[src/rtl/load_store_unit_if.sv]
// load_store_unit_if: pipeline-side request/response and Data_Memory port bundle for the load/store unit
//  master: EX/MEM pipeline + Data_Memory side (drives requests and MEM_RDATA)
//  slave : load_store_unit (drives RDATA/BUSY/ERR and the memory write port)
interface load_store_unit_if;
  logic        MEM_READ;
  logic        MEM_WRITE;
  logic [2:0]  FUNCT3;
  logic [31:0] ADDR;
  logic [31:0] WDATA;
  logic [31:0] RDATA;
  logic        BUSY;
  logic        ERR;
  logic        MEM_WE;
  logic [31:0] MEM_ADDR;
  logic [31:0] MEM_WDATA;
  logic [31:0] MEM_RDATA;
  modport master (
    output MEM_READ, MEM_WRITE, FUNCT3, ADDR, WDATA, MEM_RDATA,
    input  RDATA, BUSY, ERR, MEM_WE, MEM_ADDR, MEM_WDATA
  );
  modport slave (
    input  MEM_READ, MEM_WRITE, FUNCT3, ADDR, WDATA, MEM_RDATA,
    output RDATA, BUSY, ERR, MEM_WE, MEM_ADDR, MEM_WDATA
  );
endinterface

[src/rtl/load_store_unit.sv]
// load_store_unit: RV32 byte/half/word loads and stores onto a word-indexed memory, SB/SH as read-modify-write
//  CLK   : clock, rising edge
//  RESET : synchronous, active-low
//  bus   : request (MEM_READ/MEM_WRITE/FUNCT3/ADDR/WDATA), response (RDATA/BUSY/ERR),
//          memory port (MEM_WE/MEM_ADDR/MEM_WDATA out, MEM_RDATA in)
module load_store_unit #(
  parameter int AW = 10
) (
  input logic               CLK,
  input logic               RESET,
  load_store_unit_if.slave  bus
);
  localparam logic [0:0] IDLE   = 1'b0;
  localparam logic [0:0] RMW_WR = 1'b1;
  logic [0:0]    state;
  logic [31:0]   old_q;
  logic [AW-1:0] idx_q;
  logic [1:0]    off_q;
  logic [15:0]   wd_q;
  logic          sz_q;
  logic          idle, is_h, is_w, err_c, sw, sbh;
  logic [7:0]    byt;
  logic [15:0]   half;
  logic [31:0]   ld, mask, merged;
  logic          unused_ok;
  // upper address bits wrap by design
  assign unused_ok = ^bus.ADDR[31:AW+2];
  always_comb begin
    idle   = RESET && state == IDLE;
    is_h   = bus.FUNCT3[1:0] == 2'b01;
    is_w   = bus.FUNCT3 == 3'b010;
    err_c  = idle && ((bus.MEM_READ && bus.MEM_WRITE)
          || ((bus.MEM_READ || bus.MEM_WRITE) && ((is_h && bus.ADDR[0]) || (is_w && bus.ADDR[1:0] != 2'b00)))
          || (bus.MEM_WRITE && (bus.FUNCT3[2] || bus.FUNCT3 == 3'b011))
          || (bus.MEM_READ && (bus.FUNCT3 == 3'b011 || bus.FUNCT3[2:1] == 2'b11)));
    sw     = idle && bus.MEM_WRITE && is_w && !err_c;
    sbh    = idle && bus.MEM_WRITE && !is_w && !err_c;
    byt    = bus.MEM_RDATA[{bus.ADDR[1:0], 3'b000} +: 8];
    half   = bus.ADDR[1] ? bus.MEM_RDATA[31:16] : bus.MEM_RDATA[15:0];
    // FUNCT3[2] selects zero-extension (BU/HU)
    ld     = bus.FUNCT3[1:0] == 2'b00 ? {{24{byt[7] && !bus.FUNCT3[2]}}, byt}
           : is_h ? {{16{half[15] && !bus.FUNCT3[2]}}, half} : bus.MEM_RDATA;
    mask   = (sz_q ? 32'h0000_FFFF : 32'h0000_00FF) << {off_q, 3'b000};
    merged = (old_q & ~mask) | (({16'h0000, wd_q} << {off_q, 3'b000}) & mask);
    bus.RDATA     = idle && bus.MEM_READ && !err_c ? ld : 32'h0;
    bus.BUSY      = sbh;
    bus.ERR       = err_c;
    bus.MEM_WE    = sw || (RESET && state == RMW_WR);
    bus.MEM_ADDR  = {{(32-AW){1'b0}}, state == RMW_WR ? idx_q : bus.ADDR[AW+1:2]};
    bus.MEM_WDATA = state == RMW_WR ? merged : bus.WDATA;
  end
  always_ff @(posedge CLK) begin
    if (!RESET) begin
      state <= IDLE;
      old_q <= '0;
      idx_q <= '0;
      off_q <= '0;
      wd_q  <= '0;
      sz_q  <= 1'b0;
    end else if (state == RMW_WR) begin
      state <= IDLE;
    end else if (sbh) begin
      state <= RMW_WR;
      old_q <= bus.MEM_RDATA;
      idx_q <= bus.ADDR[AW+1:2];
      off_q <= bus.ADDR[1:0];
      wd_q  <= bus.WDATA[15:0];
      sz_q  <= bus.FUNCT3[0];
    end
  end
endmodule

[src/flat_wrapper.sv]
// flat-port wrapper written by rule: the top's interface ports become plain ports
module load_store_unit_flat 
#(
  parameter int AW = 10
)
  (CLK, RESET, bus_MEM_READ, bus_MEM_WRITE, bus_FUNCT3, bus_ADDR, bus_WDATA, bus_MEM_RDATA, bus_RDATA, bus_BUSY, bus_ERR, bus_MEM_WE, bus_MEM_ADDR, bus_MEM_WDATA);
  load_store_unit_if bus_i ();
  input logic CLK;
  input logic RESET;
  input wire logic [$bits(bus_i.MEM_READ)-1:0] bus_MEM_READ;
  input wire logic [$bits(bus_i.MEM_WRITE)-1:0] bus_MEM_WRITE;
  input wire logic [$bits(bus_i.FUNCT3)-1:0] bus_FUNCT3;
  input wire logic [$bits(bus_i.ADDR)-1:0] bus_ADDR;
  input wire logic [$bits(bus_i.WDATA)-1:0] bus_WDATA;
  input wire logic [$bits(bus_i.MEM_RDATA)-1:0] bus_MEM_RDATA;
  output wire logic [$bits(bus_i.RDATA)-1:0] bus_RDATA;
  output wire logic [$bits(bus_i.BUSY)-1:0] bus_BUSY;
  output wire logic [$bits(bus_i.ERR)-1:0] bus_ERR;
  output wire logic [$bits(bus_i.MEM_WE)-1:0] bus_MEM_WE;
  output wire logic [$bits(bus_i.MEM_ADDR)-1:0] bus_MEM_ADDR;
  output wire logic [$bits(bus_i.MEM_WDATA)-1:0] bus_MEM_WDATA;
  assign bus_i.MEM_READ = bus_MEM_READ;
  assign bus_i.MEM_WRITE = bus_MEM_WRITE;
  assign bus_i.FUNCT3 = bus_FUNCT3;
  assign bus_i.ADDR = bus_ADDR;
  assign bus_i.WDATA = bus_WDATA;
  assign bus_i.MEM_RDATA = bus_MEM_RDATA;
  assign bus_RDATA = bus_i.RDATA;
  assign bus_BUSY = bus_i.BUSY;
  assign bus_ERR = bus_i.ERR;
  assign bus_MEM_WE = bus_i.MEM_WE;
  assign bus_MEM_ADDR = bus_i.MEM_ADDR;
  assign bus_MEM_WDATA = bus_i.MEM_WDATA;
  load_store_unit #(.AW(AW)) u_core (.CLK(CLK), .RESET(RESET), .bus(bus_i));
endmodule
[config.mk]
export PLATFORM = sky130hd
export DESIGN_NAME = load_store_unit_flat
export DESIGN_NICKNAME = d
export VERILOG_FILES = /design/src/rtl/load_store_unit_if.sv /design/src/rtl/load_store_unit.sv /design/src/flat_wrapper.sv
export SDC_FILE = /design/constraint.sdc
export NUM_CORES = 1
export LEC_CHECK = 0
export CORE_UTILIZATION = 40
export DETAILED_ROUTE_END_ITERATION = 12
export PLACE_DENSITY = 0.85
export RECOVER_POWER = 25
export SLEW_MARGIN = 5
export SYNTH_ARGS = -nofsm -noshare
export SYNTH_HDL_FRONTEND = slang
export SYNTH_SLANG_ARGS = --single-unit
[constraint.sdc]
create_clock -name CLK -period 2.2 [get_ports CLK]
set_input_delay 0.44 -clock CLK [delete_from_list [all_inputs] [get_ports CLK]]
set_output_delay 0.44 -clock CLK [all_outputs]
set_load 0.02 [all_outputs]
[Yosys cells after proc, flatten, opt, wreduce, memory -nomap -nowiden]
Index checks and enable logic that the tools add are counted.
Word-level totals
  bits in registers: 62
  input port bits: 103
  output and inout bits: 99
  word-level logic and storage cells: 60
Cells by class
  equal/unequal tests: 4
  shifts and indexed selects: 3
  multiplexer cells: 8
  bitwise operators: 6
  reductions and logical operators: 33
Operators with widths (number)
  $mux 32: 4
  $and 32x32->32: 2
  $mux 16: 2
  $not 32->32: 1
  $or 32x32->32: 1
  $shiftx 32x6->8: 1
  $shl 16x5->32: 1
  $shl 32x5->32: 1
  $logic_and 1x1->1: 18
  $mux 10: 1
  $logic_or 1x1->1: 8
  $eq 3x2->1 const B: 2
  $logic_not 1->1: 3
  $eq 2x1->1 const B: 1
  $eq 2x2->1 const B: 1
  $logic_not 2->1: 1
  $not 1->1: 2
  $reduce_and 2->1: 1
  $reduce_bool 2->1: 1
  $reduce_or 2->1: 1
  $mux 1: 1

[Depth between registers and ports, before layout]
Gate-level depths: netlist of the first run.
  word-level depth: 11
  mapped depth: 7

[Worst setup path after synthesis of the first run]
OpenSTA, ideal clock, no wires.
  path kind: input to output
  from: in RESET
  to: out bus_RDATA[0]
  arrival: 1746 ps
  data required time: 1760 ps
  slack: 14 ps
  stages on the path: 5
  path through: buf_4 and2b_1 o311a_1 nand2_1 a311oi_1
On the way
  cells in the longest elaborated chain, start to end: 5
Ends and longest elaborated chain
  from (decl): RTL line flat_wrapper.sv:9  | input logic RESET;
  $logic_and 1x1->1 *: RTL line load_store_unit.sv:29  | idle = RESET && state == IDLE;
  $logic_and 1x1->1: RTL line load_store_unit.sv:32  | err_c = idle && ((bus.MEM_READ && bus.MEM_WRITE)
  $logic_not 1->1: RTL line load_store_unit.sv:45  | bus.RDATA = idle && bus.MEM_READ && !err_c ? ld : 32'h0;
  $logic_and 1x1->1 *: RTL line load_store_unit.sv:45
  $mux 32 *: RTL line load_store_unit.sv:45
  to (decl): RTL line flat_wrapper.sv:16  | output wire logic [$bits(bus_i.RDATA)-1:0] bus_RDATA;
Every way passes the cells marked *; elsewhere a longest branch is shown, timed or not.

[Final worst setup path of the first run]
  from: in bus_MEM_RDATA[11]
  to: out bus_RDATA[3]
On the way
  cells in the longest elaborated chain, start to end: 3
Ends and longest elaborated chain
  from (decl): RTL line flat_wrapper.sv:15  | input wire logic [$bits(bus_i.MEM_RDATA)-1:0] bus_MEM_RDATA;
  $shiftx 32x6->8: RTL line load_store_unit.sv:38  | byt = bus.MEM_RDATA[{bus.ADDR[1:0], 3'b000} +: 8];
  $mux 32: RTL line load_store_unit.sv:41  | ld = bus.FUNCT3[1:0] == 2'b00 ? {{24{byt[7] && !bus.FUNCT3[2]}}, byt}
  $mux 32: RTL line load_store_unit.sv:45
Every way passes these cells.

==> impl_summary.txt, run 1 <==
----------------------------------------------------
[Finish]
  Fraction of layout cells with a size suffix above 1 ... 0.3289
  Final instance area ... ~7200 µm²
  Most used cells in the layout excluding fill and tap cells ... 172 x sky130_fd_sc_hd__nand2_1, 108 x sky130_fd_sc_hd__buf_4, 67 x sky130_fd_sc_hd__clkdlybuf4s50_1, 58 x sky130_fd_sc_hd__dfxtp_1, 41 x sky130_fd_sc_hd__a21boi_1
  ANT cells ... 0
  Post-layout util ... 0.6632
  Post-layout nets ... around 930
  Area overhead of the layout relative to synthesis ... 61.16%
  Most common library cell in the layout ignoring fill and taps ... sky130_fd_sc_hd__nand2_1

[Yosys]
  FFs w/ async S/R, synth ... 0
  Combined area of all synthesized cells ... 4481 µm²
  Yosys cell types ... 42
  Yosys warns ... 0
  Number of synthesized flops with an enable pin ... 0
  Primary FF master, synth ... sky130_fd_sc_hd__dfxtp_1
  Mean area per synthesized cell ... about 7.4 µm²
  Portion of the post-synthesis area used by sequential elements ... 0.2770
  Number of register bits inferred by synthesis ... 62
  Synth Instances ... 605

[Timing]
  Max Clock Skew ... just under 6 ps
  Peak Freq ... 437.9 MHz
  WHS ... 449.9 ps
  Time the final worst path needs with I/O delays and setup ... ~2300 ps
  Relative slew slack ... 0.6455
  Count of pins over their slew limit ... 0
  Number of endpoints with negative hold slack in the final report ... 0
  Worst slew pin tran ... 531.7 ps
  Final setup vio count ... 30
  Unrepaired setup endpoints after global routing ... yes
  Tcrit/Tclk final ... 1.038
  Setup ws final ... -83.40 ps

[Worst hold path]
  Hold Path Cell Cnt ... 2
  Hold worst-path end ... u_core.idx_q[2]
  HP Start ... u_core.idx_q[2]
  Worst min-delay path category ... flip-flop to flip-flop

[Route]
  Number of optimization iterations in the first detailed-route pass ... 5
  Total via count in the routed design ... 5232
  Routed wire per std cell ... 17.73 µm
  Initial DRC Count ... between 300 and 400
  Post-route ant nets ... 0
  Total wire length ... ~17000 µm
  Detail-routed via count per cell ... approximately 5.4
  DRC viols ... 0

[Critical path]
  Crit path capture type ... primary output
  Worst Path Required ... 1760 ps
  Reg-to-reg startpoint ... u_core.state
  Critical path fanouts, max ... 2
  Element type at the critical path start ... primary input
  Number of cells traversed by the worst register-to-register path ... 6
  Critical setup path kind ... primary input to primary output
  Capture instance of the worst register-to-register path ... u_core.old_q[29]
  Worst endpoint data arrival time ... 1840 ps
  Start point of the critical path ... bus_MEM_RDATA[11]
  Reg-to-reg setup timing slack ... between 400 and 500 ps

[CTS]
  Skew-Pair Late Insertion Delay ... about 340 ps
  Longest Clk Path Bufs ... 2
  Hold-fix buffers, CTS ... 0
  CTS Root Cell ... sky130_fd_sc_hd__clkbuf_8
  TritonCTS clock tree ... yes
  Clock slew at the register clock pins of the worst setup and hold paths ... about 70 ps
  Number of buffers created by CTS ... 9
  # H-tree levels ... 3
  Sinks on Clock Net ... 62

[Power]
  Overall power ... ~3 mW
  Worst IR Drop VDD ... approximately 0.28 mV
  Standby leakage power ... between 2 and 3 nW
  Power density cells ... 415.6 nW/µm²

[Floorplan]
  Total number of placement rows ... 38
  Floorplan die area ... approximately 12000 µm²
  Y dimension of the die ... ~110 µm
  Die extent in x ... approximately 110 µm
  Core Box Area ... 10890 µm²
  Top-level I/O count ... between 200 and 250
  Initial Util ... 0.4115

[Place]
  Post-place instance area ... 6640 µm²
  HPWL reported at the end of detailed placement ... roughly 12000 µm
  Minimum setup slack after placement ... -948.0 ps
  Count of input and output buffers ... ~160
  Last weighted congestion value of the routability-driven placer ... between 1 and 1.5

[Global route]
  First-pass GRT wire length ... between 20000 and 25000 µm
  Vias in the first global route ... ~4700
  GRT Resource Usage Total ... 0.2839
  Maximum number of pins on one net before global-route repair ... 63
  Antenna violations before repair ... 1
  Total overflow reported by the global router ... 0

[Run status]
  Run status ... finished with violations
  Failing checks ... setup timing

[Job]
  Total of max-cap violations ... 0

----------------------------------------------------
[layout make-up]
cell class              instances  area (µm²)
repair buffers                264        2355
clock buffers                  10       137.6
clock inverters                 6       68.82
inverters                      33       123.9
multi-input cells             461        3109
well taps                     140       175.2
fillers                       923        3667
flip-flops and latches         62        1251
[worst max path at each step]
stage | slack (ps) | endpoint | cells after the start
finish | -80 | bus_RDATA[3] | 5
CTS | -130 | bus_RDATA[3] | 7
global route | -140 | bus_RDATA[29] | 7
detailed placement | -950 | bus_RDATA[11] | 7
floorplan | 10 | bus_RDATA[0] | 5
global placement | -920 | bus_RDATA[3] | 8
[worst max-delay path: stages]
cell and delay (ps):
sky130_fd_sc_hd__clkdlybuf4s50_1 520, sky130_fd_sc_hd__mux4_2 510, sky130_fd_sc_hd__nor2_1 130, sky130_fd_sc_hd__a311oi_2 70
sky130_fd_sc_hd__buf_4 180
[cells in the mapped netlist, types with 2 or more instances]
master | instances | area, µm²
sky130_fd_sc_hd__nand2_1 | 173 | 649.4
sky130_fd_sc_hd__dfxtp_1 | 62 | 1241
sky130_fd_sc_hd__a21boi_1 | 60 | 450.4
sky130_fd_sc_hd__nor2_1 | 35 | 131.4
sky130_fd_sc_hd__buf_4 | 34 | 255.2
sky130_fd_sc_hd__inv_1 | 33 | 123.9
sky130_fd_sc_hd__a21oi_1 | 31 | 155.2
sky130_fd_sc_hd__mux2i_1 | 27 | 270.3
sky130_fd_sc_hd__clkbuf_1 | 24 | 90.09
sky130_fd_sc_hd__o21ai_0 | 19 | 95.09
sky130_fd_sc_hd__o211ai_1 | 16 | 120.1
sky130_fd_sc_hd__a21oi_2 | 10 | 87.58
sky130_fd_sc_hd__mux2_2 | 10 | 112.6
sky130_fd_sc_hd__buf_2 | 9 | 45.04
sky130_fd_sc_hd__a311oi_1 | 8 | 70.07
sky130_fd_sc_hd__a31oi_1 | 8 | 50.05
sky130_fd_sc_hd__mux2_1 | 8 | 90.09
sky130_fd_sc_hd__mux4_2 | 7 | 157.7
sky130_fd_sc_hd__and4_1 | 3 | 26.28
sky130_fd_sc_hd__buf_6 | 3 | 33.78
sky130_fd_sc_hd__nor2b_1 | 3 | 18.77
sky130_fd_sc_hd__and2b_1 | 2 | 15.01
[registers in the layout, summed over array words and instances, names as in the netlist]
signal and count:
u_core.idx_q 10, u_core.off_q 2, u_core.old_q 32, u_core.state 1
u_core.sz_q 1, u_core.wd_q 16
[cell families (layout without fill, tap and decap cells)]
logic type             count (synthesis)  count (layout)  synth area share
other                                  1              22         0.0008370
flip-flops                            62              62            0.2770
AND/OR/NAND/NOR                      225             225            0.2025
multiplexers                          52              52            0.1407
buffers and inverters                103             313            0.1223
AO/OA/AOI/OAI                        162             162            0.2566
[per-layer routing]
layer | up-vias | track usage | share of wire
li1 | 2462 | - | -
met1 | 2501 | 0.3763 | 0.42
met2 | 226 | 0.4542 | 0.47
met3 | 41 | 0.06538 | 0.077
met4 | 2 | 0.08904 | 0.031
met5 | - | 0 | 0.00075
[what timing repair did]
item,in CTS,in global routing
resized for setup,393,78
buffers inserted,6,7
endpoints found under the setup margin,77,59
pin swaps,12,16
gates cloned,2,2
[power by group]
| part | total (mW) | switching, mW | internal [mW] |
|---|---|---|---|
| clock network | 1.04 | 0.481 | 0.560 |
| registers | 1.14 | 0.0102 | 1.13 |
| logic | 0.819 | 0.426 | 0.393 |
[through the flow]
stage / instances / TNS [ps]
3_5_place_dp: 943 / -37650
2_1_floorplan: 626 / 0
3_3_place_gp: 943 / -36750
4_1_cts: 967 / -2289
5_1_grt: 976 / -3362
6_report: 976 / -1502
(Power assumes the default switching activity.)
==> inputs of run 2 (changes only) <==
Settings changed: CORE_UTILIZATION 40 to 43, PLACE_DENSITY 0.85 to 0.9.
==> run 2 against run 1 <==
Net effect: the flow still finishes with violations (setup timing); via count increased by 3.6%; sequential share of layout area grew 0.32 points; cell count is 0.61% lower; setup slack lost 74 ps; critical path depth rose by 2; routed wire length increased by 7.5%.
==> impl_summary.txt, run 2 (synthesis gave the netlist of run 1 again) <==
----------------------------------------------------
[Floorplan]
  Y dimension of the die ... between 100 and 150 µm
  Total number of placement rows ... 36
  Initial Util ... 0.4501
  Core Box Area ... approximately 10000 µm²
  Floorplan die area ... about 11000 µm²
  Die extent in x ... around 100 µm
  Top-level I/O count ... 202

[Route]
  Detail-routed via count per cell ... 5.586
  Post-route ant nets ... 0
  Number of optimization iterations in the first detailed-route pass ... 5
  Initial DRC Count ... 387
  Total wire length ... 18610 µm
  Routed wire per std cell ... approximately 19 µm
  Total via count in the routed design ... approximately 5400
  DRC viols ... 0

[Global route]
  Total overflow reported by the global router ... 0
  Maximum number of pins on one net before global-route repair ... 63
  First-pass GRT wire length ... between 20000 and 30000 µm
  Antenna violations before repair ... 1
  GRT Resource Usage Total ... 0.3228
  Vias in the first global route ... roughly 5200

[Place]
  Post-place instance area ... between 6000 and 7000 µm²
  Last weighted congestion value of the routability-driven placer ... a little under 1
  Count of input and output buffers ... roughly 160
  Placed cells ... between 900 and 1000
  HPWL reported at the end of detailed placement ... about 13000 µm

[Timing]
  Max Clock Skew ... just over 9 ps
  Worst slew pin tran ... approximately 610 ps
  Unrepaired setup endpoints after global routing ... yes
  Time the final worst path needs with I/O delays and setup ... approximately 2400 ps
  Setup ws final ... -157.6 ps
  Number of endpoints with negative hold slack in the final report ... 0
  Relative slew slack ... 0.5943
  Peak Freq ... about 420 MHz
  Count of pins over their slew limit ... 0
  Tcrit/Tclk final ... 1.072
  Final setup vio count ... 35

[Finish]
  Post-layout nets ... approximately 930
  Final instance area ... 7091 µm²
  Post-layout util ... 0.7123
  Fraction of layout cells with a size suffix above 1 ... 0.3325
  Most common library cell in the layout ignoring fill and taps ... sky130_fd_sc_hd__nand2_1
  Register containing the most flip-flops in the final layout ... u_core.old_q
  Area overhead of the layout relative to synthesis ... 58.25%
  Most used cells in the layout excluding fill and tap cells ... 170 x sky130_fd_sc_hd__nand2_1, 103 x sky130_fd_sc_hd__buf_4, 65 x sky130_fd_sc_hd__clkdlybuf4s50_1, 58 x sky130_fd_sc_hd__dfxtp_1, 45 x sky130_fd_sc_hd__a21boi_1
  Flip-flop count of the largest register after layout ... 32
  Top Registers ... u_core.old_q: 32 flops, u_core.wd_q: 16 flops, u_core.idx_q: 10 flops
  Final cell count without fillers ... 970

[Power]
  Standby leakage power ... 2.926 nW
  Internal power component ... just under 2 mW
  Net Sw Frac ... 0.3205
  Clock Power Share ... 0.320
  Worst IR Drop VDD ... 0.2791 mV
  Combinational group share of total power ... 0.284
  Switching pwr ... 924.3 µW
  Sequential power share ... 0.396
  Power density cells ... a little over 400 nW/µm²

[Job]
  Total of max-cap violations ... 0

[Critical path]
  Worst endpoint data arrival time ... 1920 ps
  Largest stage delay on the critical path ... around 360 ps
  Buffers & Inverters on Critical Path ... 3
  Slowest-stage cell, CP ... sky130_fd_sc_hd__dfxtp_4
  Element type at the critical path start ... flip-flop
  Crit path capture type ... primary output
  Critical path, cell by cell ... and2b_1, o311a_1, buf_6, o2111ai_4, buf_6, a21oi_2, buf_4
  Critical path fanouts, max ... 6
  Worst Path Required ... roughly 1800 ps
  Worst path most repeated cell ... sky130_fd_sc_hd__buf_6
  Cell class contributing the biggest share of worst-path delay ... compound AO/OA/AOI/OAI gates
  Critical setup path kind ... flip-flop to primary output

[CTS]
  Sinks on Clock Net ... slightly above 60
  # H-tree levels ... 3
  Hold-fix buffers, CTS ... 0
  Number of buffers created by CTS ... 9
  Clock slew at the register clock pins of the worst setup and hold paths ... about 70 ps
  Skew-Pair Late Insertion Delay ... between 300 and 400 ps
  CTS Root Cell ... sky130_fd_sc_hd__clkbuf_8
  TritonCTS clock tree ... yes
  Longest Clk Path Bufs ... 2

[Worst hold path]
  Worst min-delay path category ... flip-flop to flip-flop

[Run status]
  Failing checks ... setup timing
  Run status ... finished with violations

----------------------------------------------------
run 2: layout make-up:
cell class | instances | area (µm²)
timing repair buffer | 264 | 2292
inverter | 33 | 123.9
tap | 133 | 166.4
multi-input combinational | 461 | 3079
clock inverter | 5 | 33.78
antenna | 1 | 2.502
fill | 802 | 2864
sequential | 62 | 1251
clock buffer | 11 | 141.4
run 2: worst register-to-register path, stage by stage (launching register included):
cell and delay [ps]:
sky130_fd_sc_hd__dfxtp_4 360, sky130_fd_sc_hd__and2b_1 230, sky130_fd_sc_hd__buf_4 140, sky130_fd_sc_hd__and4_1 230
sky130_fd_sc_hd__clkbuf_2 520, sky130_fd_sc_hd__nand2_1 250, sky130_fd_sc_hd__a21boi_1 200
run 2: path summary, 6_finish.rpt:
kind         slack (ps)          endpoint  cells after the start            start
max                -160     bus_RDATA[17]                      7     u_core.state
min                 450   u_core.idx_q[2]                      2  u_core.idx_q[2]
max reg2reg         210  u_core.old_q[19]                      6     u_core.state
min reg2reg         450   u_core.idx_q[2]                      2  u_core.idx_q[2]
run 2: routing by layer:
layer,vias to the layer above,track usage,share of wire
met2,285,0.5586,0.50
met3,68,0.06579,0.060
met5,-,0,0
li1,2454,-,-
met4,0,0.1286,0.031
met1,2611,0.3898,0.41
run 2: repair_timing:
item	in CTS	in global routing
setup endpoints to repair	77	63
gates cloned	2	1
gates resized for setup	402	72
pin swaps	7	16
buffers inserted	4	6
run 2: stage by stage:
stage / worst slack [ps] / setup TNS [ps] / total power, mW / hold slack [ps]
after CTS: -194.9 / -4445 / 2.856 / 452.8
after detailed placement: -995.1 / -41190 / 1.969 / 444.4
final: -157.6 / -3825 / 2.884 / 448.7
after global placement: -1002 / -40540 / 1.961 / 433.6
after floorplan: 14.15 / 0 / 1.540 / 427.2
after global routing: -200.4 / -6644 / 2.977 / 480.8
run 2: power groups by stage:
stage | logic [mW] | clock network (mW) | registers (mW)
after floorplan | 0.375 | 0 | 1.16
final | 0.820 | 0.922 | 1.14
after CTS | 0.797 | 0.916 | 1.14
after global placement | 0.795 | 0 | 1.17
after detailed placement | 0.802 | 0 | 1.17
after global routing | 0.859 | 0.975 | 1.14
